### src/rtl/mem_lsu_pkg.sv
// rtl/mem_lsu_pkg.sv - shared size codes, FSM states and misalignment rule for mem_lsu
package mem_lsu_pkg;

    localparam logic [1:0] MEM_SZ_B = 2'b00;
    localparam logic [1:0] MEM_SZ_H = 2'b01;
    localparam logic [1:0] MEM_SZ_W = 2'b10;

    // Wide enough for the largest supported timeout (1023).
    localparam int CNT_W = 10;

    typedef enum logic [1:0] {
        LSU_IDLE = 2'd0,
        LSU_REQ  = 2'd1,
        LSU_DONE = 2'd2
    } lsu_state_t;

    // Reserved size 2'b11 falls through to the word rule.
    function automatic logic is_misaligned(input logic [1:0] size, input logic [1:0] lo);
        logic mis;
        if (size == MEM_SZ_B) begin
            mis = 1'b0;
        end else if (size == MEM_SZ_H) begin
            mis = lo[0];
        end else begin
            mis = (lo != 2'b00);
        end
        return mis;
    endfunction

endpackage

### src/rtl/mem_lsu_align.sv
// rtl/mem_lsu_align.sv - byte-lane strobes, store replication, misalign flag and load extract/extend
module mem_lsu_align
    import mem_lsu_pkg::*;
(
    input  logic [1:0]  size,
    input  logic [1:0]  addr_lo,
    input  logic        uns,
    input  logic [31:0] st_data,
    input  logic [31:0] rdata,
    output logic [3:0]  strb,
    output logic [31:0] wdata,
    output logic        misalign,
    output logic [31:0] ld_ext
);

    logic [7:0]  lane_b;
    logic [15:0] lane_h;

    always_comb begin
        lane_b   = 8'(rdata >> {addr_lo, 3'b000});
        lane_h   = 16'(rdata >> {addr_lo[1], 4'b0000});
        misalign = is_misaligned(size, addr_lo);
        strb     = 4'hF;
        wdata    = st_data;
        ld_ext   = rdata;
        case (size)
            MEM_SZ_B: begin
                strb   = 4'b0001 << addr_lo;
                wdata  = {4{st_data[7:0]}};
                ld_ext = uns ? {24'h0, lane_b} : {{24{lane_b[7]}}, lane_b};
            end
            MEM_SZ_H: begin
                strb   = 4'b0011 << addr_lo;
                wdata  = {2{st_data[15:0]}};
                ld_ext = uns ? {16'h0, lane_h} : {{16{lane_h[15]}}, lane_h};
            end
            default: begin
                strb   = 4'hF;
                wdata  = st_data;
                ld_ext = rdata;
            end
        endcase
    end

endmodule

### src/rtl/mem_lsu.sv
// rtl/mem_lsu.sv - load/store stage: req/ack bus master with stall, timeout and load extension
module mem_lsu
    import mem_lsu_pkg::*;
#(
    parameter int TIMEOUT_CYC = 255
) (
    input  logic        cpu_clk,
    input  logic        cpu_rst,
    input  logic        mem_en,
    input  logic        mem_we,
    input  logic [1:0]  mem_size,
    input  logic        mem_uns,
    input  logic [31:0] alu_c,
    input  logic [31:0] rf_rd2,
    output logic        lsu_stall,
    output logic [31:0] ld_data,
    output logic        ld_valid,
    output logic        misalign,
    output logic        bus_err,
    output logic        bus_req,
    output logic        bus_we,
    output logic [31:0] bus_addr,
    output logic [3:0]  bus_wstrb,
    output logic [31:0] bus_wdata,
    input  logic        bus_ack,
    input  logic [31:0] bus_rdata
);

    localparam logic [CNT_W-1:0] CNT_LAST = CNT_W'(TIMEOUT_CYC - 1);

    lsu_state_t        state_q, state_d;
    logic [CNT_W-1:0]  cnt_q, cnt_d;
    logic [31:0]       addr_q, addr_d;
    logic              we_q, we_d;
    logic [3:0]        strb_q, strb_d;
    logic [31:0]       wdata_q, wdata_d;
    logic [1:0]        size_q, size_d;
    logic              uns_q, uns_d;
    logic [31:0]       ld_data_q, ld_data_d;
    logic              ld_valid_q, ld_valid_d;
    logic              bus_err_q, bus_err_d;
    logic              bus_req_q, bus_req_d;

    logic [1:0]        sel_size;
    logic [1:0]        sel_lo;
    logic [3:0]        al_strb;
    logic [31:0]       al_wdata;
    logic              al_mis;
    logic [31:0]       al_ld;

    // The aligner sees the live request in IDLE and the latched one while the bus cycle runs.
    assign sel_size = (state_q == LSU_IDLE) ? mem_size : size_q;
    assign sel_lo   = (state_q == LSU_IDLE) ? alu_c[1:0] : addr_q[1:0];

    mem_lsu_align u_align (
        .size     (sel_size),
        .addr_lo  (sel_lo),
        .uns      (uns_q),
        .st_data  (rf_rd2),
        .rdata    (bus_rdata),
        .strb     (al_strb),
        .wdata    (al_wdata),
        .misalign (al_mis),
        .ld_ext   (al_ld)
    );

    always_comb begin
        state_d    = state_q;
        cnt_d      = cnt_q;
        addr_d     = addr_q;
        we_d       = we_q;
        strb_d     = strb_q;
        wdata_d    = wdata_q;
        size_d     = size_q;
        uns_d      = uns_q;
        ld_data_d  = ld_data_q;
        ld_valid_d = 1'b0;
        bus_err_d  = 1'b0;
        case (state_q)
            LSU_IDLE: begin
                if (mem_en && !al_mis) begin
                    state_d = LSU_REQ;
                    cnt_d   = '0;
                    addr_d  = alu_c;
                    we_d    = mem_we;
                    strb_d  = mem_we ? al_strb : 4'h0;
                    wdata_d = al_wdata;
                    size_d  = mem_size;
                    uns_d   = mem_uns;
                end
            end
            LSU_REQ: begin
                cnt_d = cnt_q + CNT_W'(1);
                if (bus_ack) begin
                    state_d = LSU_DONE;
                    if (!we_q) begin
                        ld_data_d  = al_ld;
                        ld_valid_d = 1'b1;
                    end
                end else if (cnt_q == CNT_LAST) begin
                    state_d   = LSU_DONE;
                    bus_err_d = 1'b1;
                    if (!we_q) begin
                        ld_data_d = '0;
                    end
                end
            end
            LSU_DONE: begin
                state_d = LSU_IDLE;
            end
            default: begin
                state_d = LSU_IDLE;
            end
        endcase
        bus_req_d = (state_d == LSU_REQ);
    end

    always_ff @(posedge cpu_clk) begin
        if (cpu_rst) begin
            state_q    <= LSU_IDLE;
            cnt_q      <= '0;
            addr_q     <= '0;
            we_q       <= 1'b0;
            strb_q     <= '0;
            wdata_q    <= '0;
            size_q     <= '0;
            uns_q      <= 1'b0;
            ld_data_q  <= '0;
            ld_valid_q <= 1'b0;
            bus_err_q  <= 1'b0;
            bus_req_q  <= 1'b0;
        end else begin
            state_q    <= state_d;
            cnt_q      <= cnt_d;
            addr_q     <= addr_d;
            we_q       <= we_d;
            strb_q     <= strb_d;
            wdata_q    <= wdata_d;
            size_q     <= size_d;
            uns_q      <= uns_d;
            ld_data_q  <= ld_data_d;
            ld_valid_q <= ld_valid_d;
            bus_err_q  <= bus_err_d;
            bus_req_q  <= bus_req_d;
        end
    end

    // Stall and misalign react to mem_en in the same cycle so the core never loses an edge.
    assign lsu_stall = !cpu_rst && ((state_q == LSU_REQ) ||
                                    (state_q == LSU_IDLE && mem_en && !al_mis));
    assign misalign  = !cpu_rst && (state_q == LSU_IDLE) && mem_en && al_mis;

    assign ld_data   = ld_data_q;
    assign ld_valid  = ld_valid_q;
    assign bus_err   = bus_err_q;
    assign bus_req   = bus_req_q;
    assign bus_we    = we_q;
    assign bus_addr  = {addr_q[31:2], 2'b00};
    assign bus_wstrb = strb_q;
    assign bus_wdata = wdata_q;

endmodule

### config.mk
export PLATFORM = sky130hd
export DESIGN_NAME = mem_lsu
export DESIGN_NICKNAME = d
export VERILOG_FILES = /design/src/rtl/mem_lsu_pkg.sv /design/src/rtl/mem_lsu_align.sv /design/src/rtl/mem_lsu.sv
export SDC_FILE = /design/constraint.sdc
export NUM_CORES = 1
export LEC_CHECK = 0
export CAP_MARGIN = 20
export CORE_ASPECT_RATIO = 2
export CORE_MARGIN = 10
export CORE_UTILIZATION = 40
export DETAILED_ROUTE_END_ITERATION = 6
export PLACE_DENSITY_LB_ADDON = 0.05
export SLEW_MARGIN = 20
export SYNTH_ARGS = -nofsm -noshare
export SYNTH_HDL_FRONTEND = slang
export SYNTH_SLANG_ARGS = --single-unit
### constraint.sdc
create_clock -name cpu_clk -period 2.14 [get_ports cpu_clk]
set_input_delay 0.535 -clock cpu_clk [delete_from_list [all_inputs] [get_ports cpu_clk]]
set_output_delay 0.535 -clock cpu_clk [all_outputs]
set_load 0.1 [all_outputs]
==> results.py <==
metrics = {
    "yosys": {
        "yosys_warnings": 0,
        "synth.area.top_cells": "dfxtp_1 (45%), nand2_1 (9.8%), a21oi_1 (5.5%)",
        "seq_area_frac_synth_pct": 44.7,
        "ys.flop_type": "dfxtp_1",
        "yosys.area.top_type": "dfxtp_1",
        "synth_edf_count": 0,
        "syn_inst": 621,
        "ys_seq_elements": 119,
        "synth_most_common_cell": "nand2_1",
        "yosys.area.top_type_share_pct": 44.7,
        "syn_area_um2": 5320,
        "synth.avg_cell_area_um2": 8.57,
        "synthTopCellsByCount": "nand2_1 (139), dfxtp_1 (119), a21oi_1 (59)",
        "synth.distinct_cells": 52,
        "async_flop_share_pct": 0,
    },
    "timing": {
        "rsz0062_at_grt": "true",
        "worstMarginPinSlew_ns": 0.778,
        "period_minus_slack_ns": 2.63,
        "drv_slew": 0,
        "layout_setup_ws_ns": -0.493,
        "fin_skew_ns": 0.00950,
        "setup_tns_ns": -14.52,
        "finalCritPeriodShare_pct": 123,
        "hold_viol": 0,
        "clock.fmax_ghz": 0.380,
        "setup_viol": 98,
        "slew_headroom_pct": 48.1,
    },
    "global_routing": {
        "grt_pass1_vias": 6103,
        "grt_use_met2_pct": 41.3,
        "antenna_found_initial": 1,
        "grt_first_pass_wirelength_um": 32100,
        "busiest_layer": "met2",
        "grtUsageTotal_pct": 22.2,
        "grt_max_degree": 59,
        "grtUsageMet3_pct": 6.66,
        "overflow": 0,
        "grt_util_met1_pct": 20.0,
    },
    "pwr": {
        "p_leak_uw": 0.00384,
        "peakVddDrop_v": 0.000609,
        "power.density_nw_per_um2": 971,
    },
    "routing": {
        "dr.pass1.iters": 5,
        "drt_wl_total_um": 21500,
        "drc_errors": 0,
        "via_per_inst": 5.51,
        "vias": 5717,
        "routedWlPerCell_um": 20.7,
        "postRouteAntennaNets": 0,
        "drt_iter0_drc": 330,
    },
    "clock_network": {
        "clock_latency_ns": 0.41,
        "cts_buffer_depth": 2,
        "cts_buffers": 17,
        "root_buffer": "clkbuf_16",
        "postCtsHoldBufs": 0,
        "tritoncts": "built",
        "clkSlewWorstSetupHoldPaths_ns": 0.06,
        "h-tree-depth": 4,
        "clock_sinks": 119,
    },
    "status": {
        "status": "complete, but fails checks",
        "violations": "negative setup slack",
    },
    "placement": {
        "hpwl_um": 14800,
        "gp_congestion": 0.892,
        "io_buffer_count": 207,
        "dp.cells": 964,
        "dp_slack_ns": -0.646,
    },
    "final_layout": {
        "drive_above_1_share_pct": 35.6,
        "multi_input_area_um2": 2880,
        "syn2layout_area_growth_pct": 72.4,
        "fillers": 1043,
        "fin_util_pct": 70.2,
        "seq_area_um2": 2390,
        "final_cells": 1037,
        "nets": 977,
    },
    "floorplanning": {
        "design.die.area_um2": 18600,
        "rows": 59,
        "initial_core_util_pct": 40.7,
        "design.core.area_um2": 13100,
        "die_w_um": 102,
        "ios": 210,
        "die_y_um": 183,
    },
    "setup_path": {
        "endpoint_kind": "primary output",
        "cp_data_arrival_time_ns": 2.10,
        "critPathMaxFanout": 3,
        "critPathKind": "reg2out",
        "required_ns": 1.60,
        "cp-start-kind": "flop",
    },
    "job": {
        "cap_violations": 0,
    },
    "hold_path": {
        "hold_class": "reg2reg",
    },
}
## worst paths after layout
| kind | from | to | slack, ns | cells past startpoint |
|---|---|---|---|---|
| worst max register to register | state_q[1] | ld_data[26] | -0.26 | 11 |
| worst min register to register | addr_q[12] | addr_q[12] | 0.45 | 2 |
| worst min-delay path | addr_q[12] | addr_q[12] | 0.45 | 2 |
| worst max-delay path | state_q[1] | lsu_stall | -0.49 | 6 |
## cell type report
class                   instances  share of cell area (%)
inverters                       2                  0.0818
clock buffers                  19                    4.94
well taps                     152                    2.07
clock inverters                13                    1.85
repair buffers                306                    33.7
diodes                          1                  0.0273
flip-flops and latches        119                    26.0
multi-input cells             425                    31.3
## where the power goes
part | switching (µW) | leakage, µW | total, µW | internal (µW)
Clock | 1060 | 0.000296 | 2970 | 1910
Sequential | 115 | 0.000972 | 2510 | 2400
Combinational | 2220 | 0.00257 | 3430 | 1210
Total | 3400 | 0.00384 | 8910 | 5510
## cells by family (layout without fill, tap and decap cells)
kind of cell	after synthesis	in the layout	share of synthesized area [%]
AND/OR/NAND/NOR	225	225	18.4
adder cells (fa/ha/maj)	2	2	0.470
flip-flops	119	119	44.7
XOR/XNOR	5	5	0.823
multiplexers	21	21	4.14
buffers and inverters	78	340	8.44
other	1	3	0.0704
AO/OA/AOI/OAI	170	170	22.9
## per-layer routing
metal | wire, µm | up-vias
met3 | 1520 | 58
li1 | - | 2690
met1 | 6970 | 2729
met4 | 1110 | 0
met2 | 11900 | 240
met5 | 0 | -
## registers in the layout, indices dropped and copies added (netlist names)
register   flops
ld_valid       1
uns_q          1
ld_data       32
bus_err        1
bus_we         1
bus_req        1
cnt_q         10
addr_q        32
bus_wdata     32
state_q        2
size_q         2
bus_wstrb      4
## layout by cell type, fill, tap and decap left out, types with 3 or more instances in the layout
cell | netlist | routed
a211oi_1 | 17 | 7
a211oi_2 | 0 | 9
a21o_1 | 17 | 16
a21oi_1 | 59 | 33
a21oi_2 | 1 | 25
a221o_1 | 7 | 7
a222oi_1 | 8 | 8
a22o_1 | 24 | 24
a311oi_1 | 8 | 8
a32o_1 | 8 | 8
buf_12 | 0 | 19
buf_16 | 0 | 10
buf_4 | 33 | 155
buf_6 | 2 | 15
buf_8 | 0 | 4
bufinv_16 | 0 | 3
clkbuf_16 | 0 | 18
clkdlybuf4s50_1 | 0 | 99
clkinv_4 | 0 | 4
clkinvlp_4 | 0 | 3
dfxtp_1 | 119 | 117
dlygate4sd2_1 | 0 | 3
mux2i_1 | 18 | 17
nand2_1 | 139 | 137
nand3_1 | 22 | 13
nand3_2 | 0 | 3
nand3_4 | 0 | 6
nand4_1 | 3 | 3
nor2_1 | 33 | 29
nor2_2 | 1 | 3
nor3_1 | 8 | 7
o21ai_0 | 6 | 5
or2_2 | 3 | 3
xor2_1 | 3 | 3
## stage by stage
step	hold WS, ns	total power, µW	area [µm²]
finish	0.451	8910	9180
global route	0.477	9220	9180
CTS	0.450	8860	8980
detailed placement	0.449	5430	7520
global placement	0.441	5390	7520
floorplan	0.437	4570	5360
## critical path, cell delays in order (launching register included)
cell and delay [ns]:
dfxtp_4 0.35, buf_12 0.12, or4_4 0.52, o31a_4 0.14, a21o_4 0.22, a21oi_4 0.15, buf_12 0.19
## repair_timing
item	CTS	global route
cloned	10	1
pin swaps	39	11
setup buffers	29	4
gates resized for setup	83	38
endpoints found under the setup margin	89	112
Note: power is estimated with default switching activity, not from simulation.
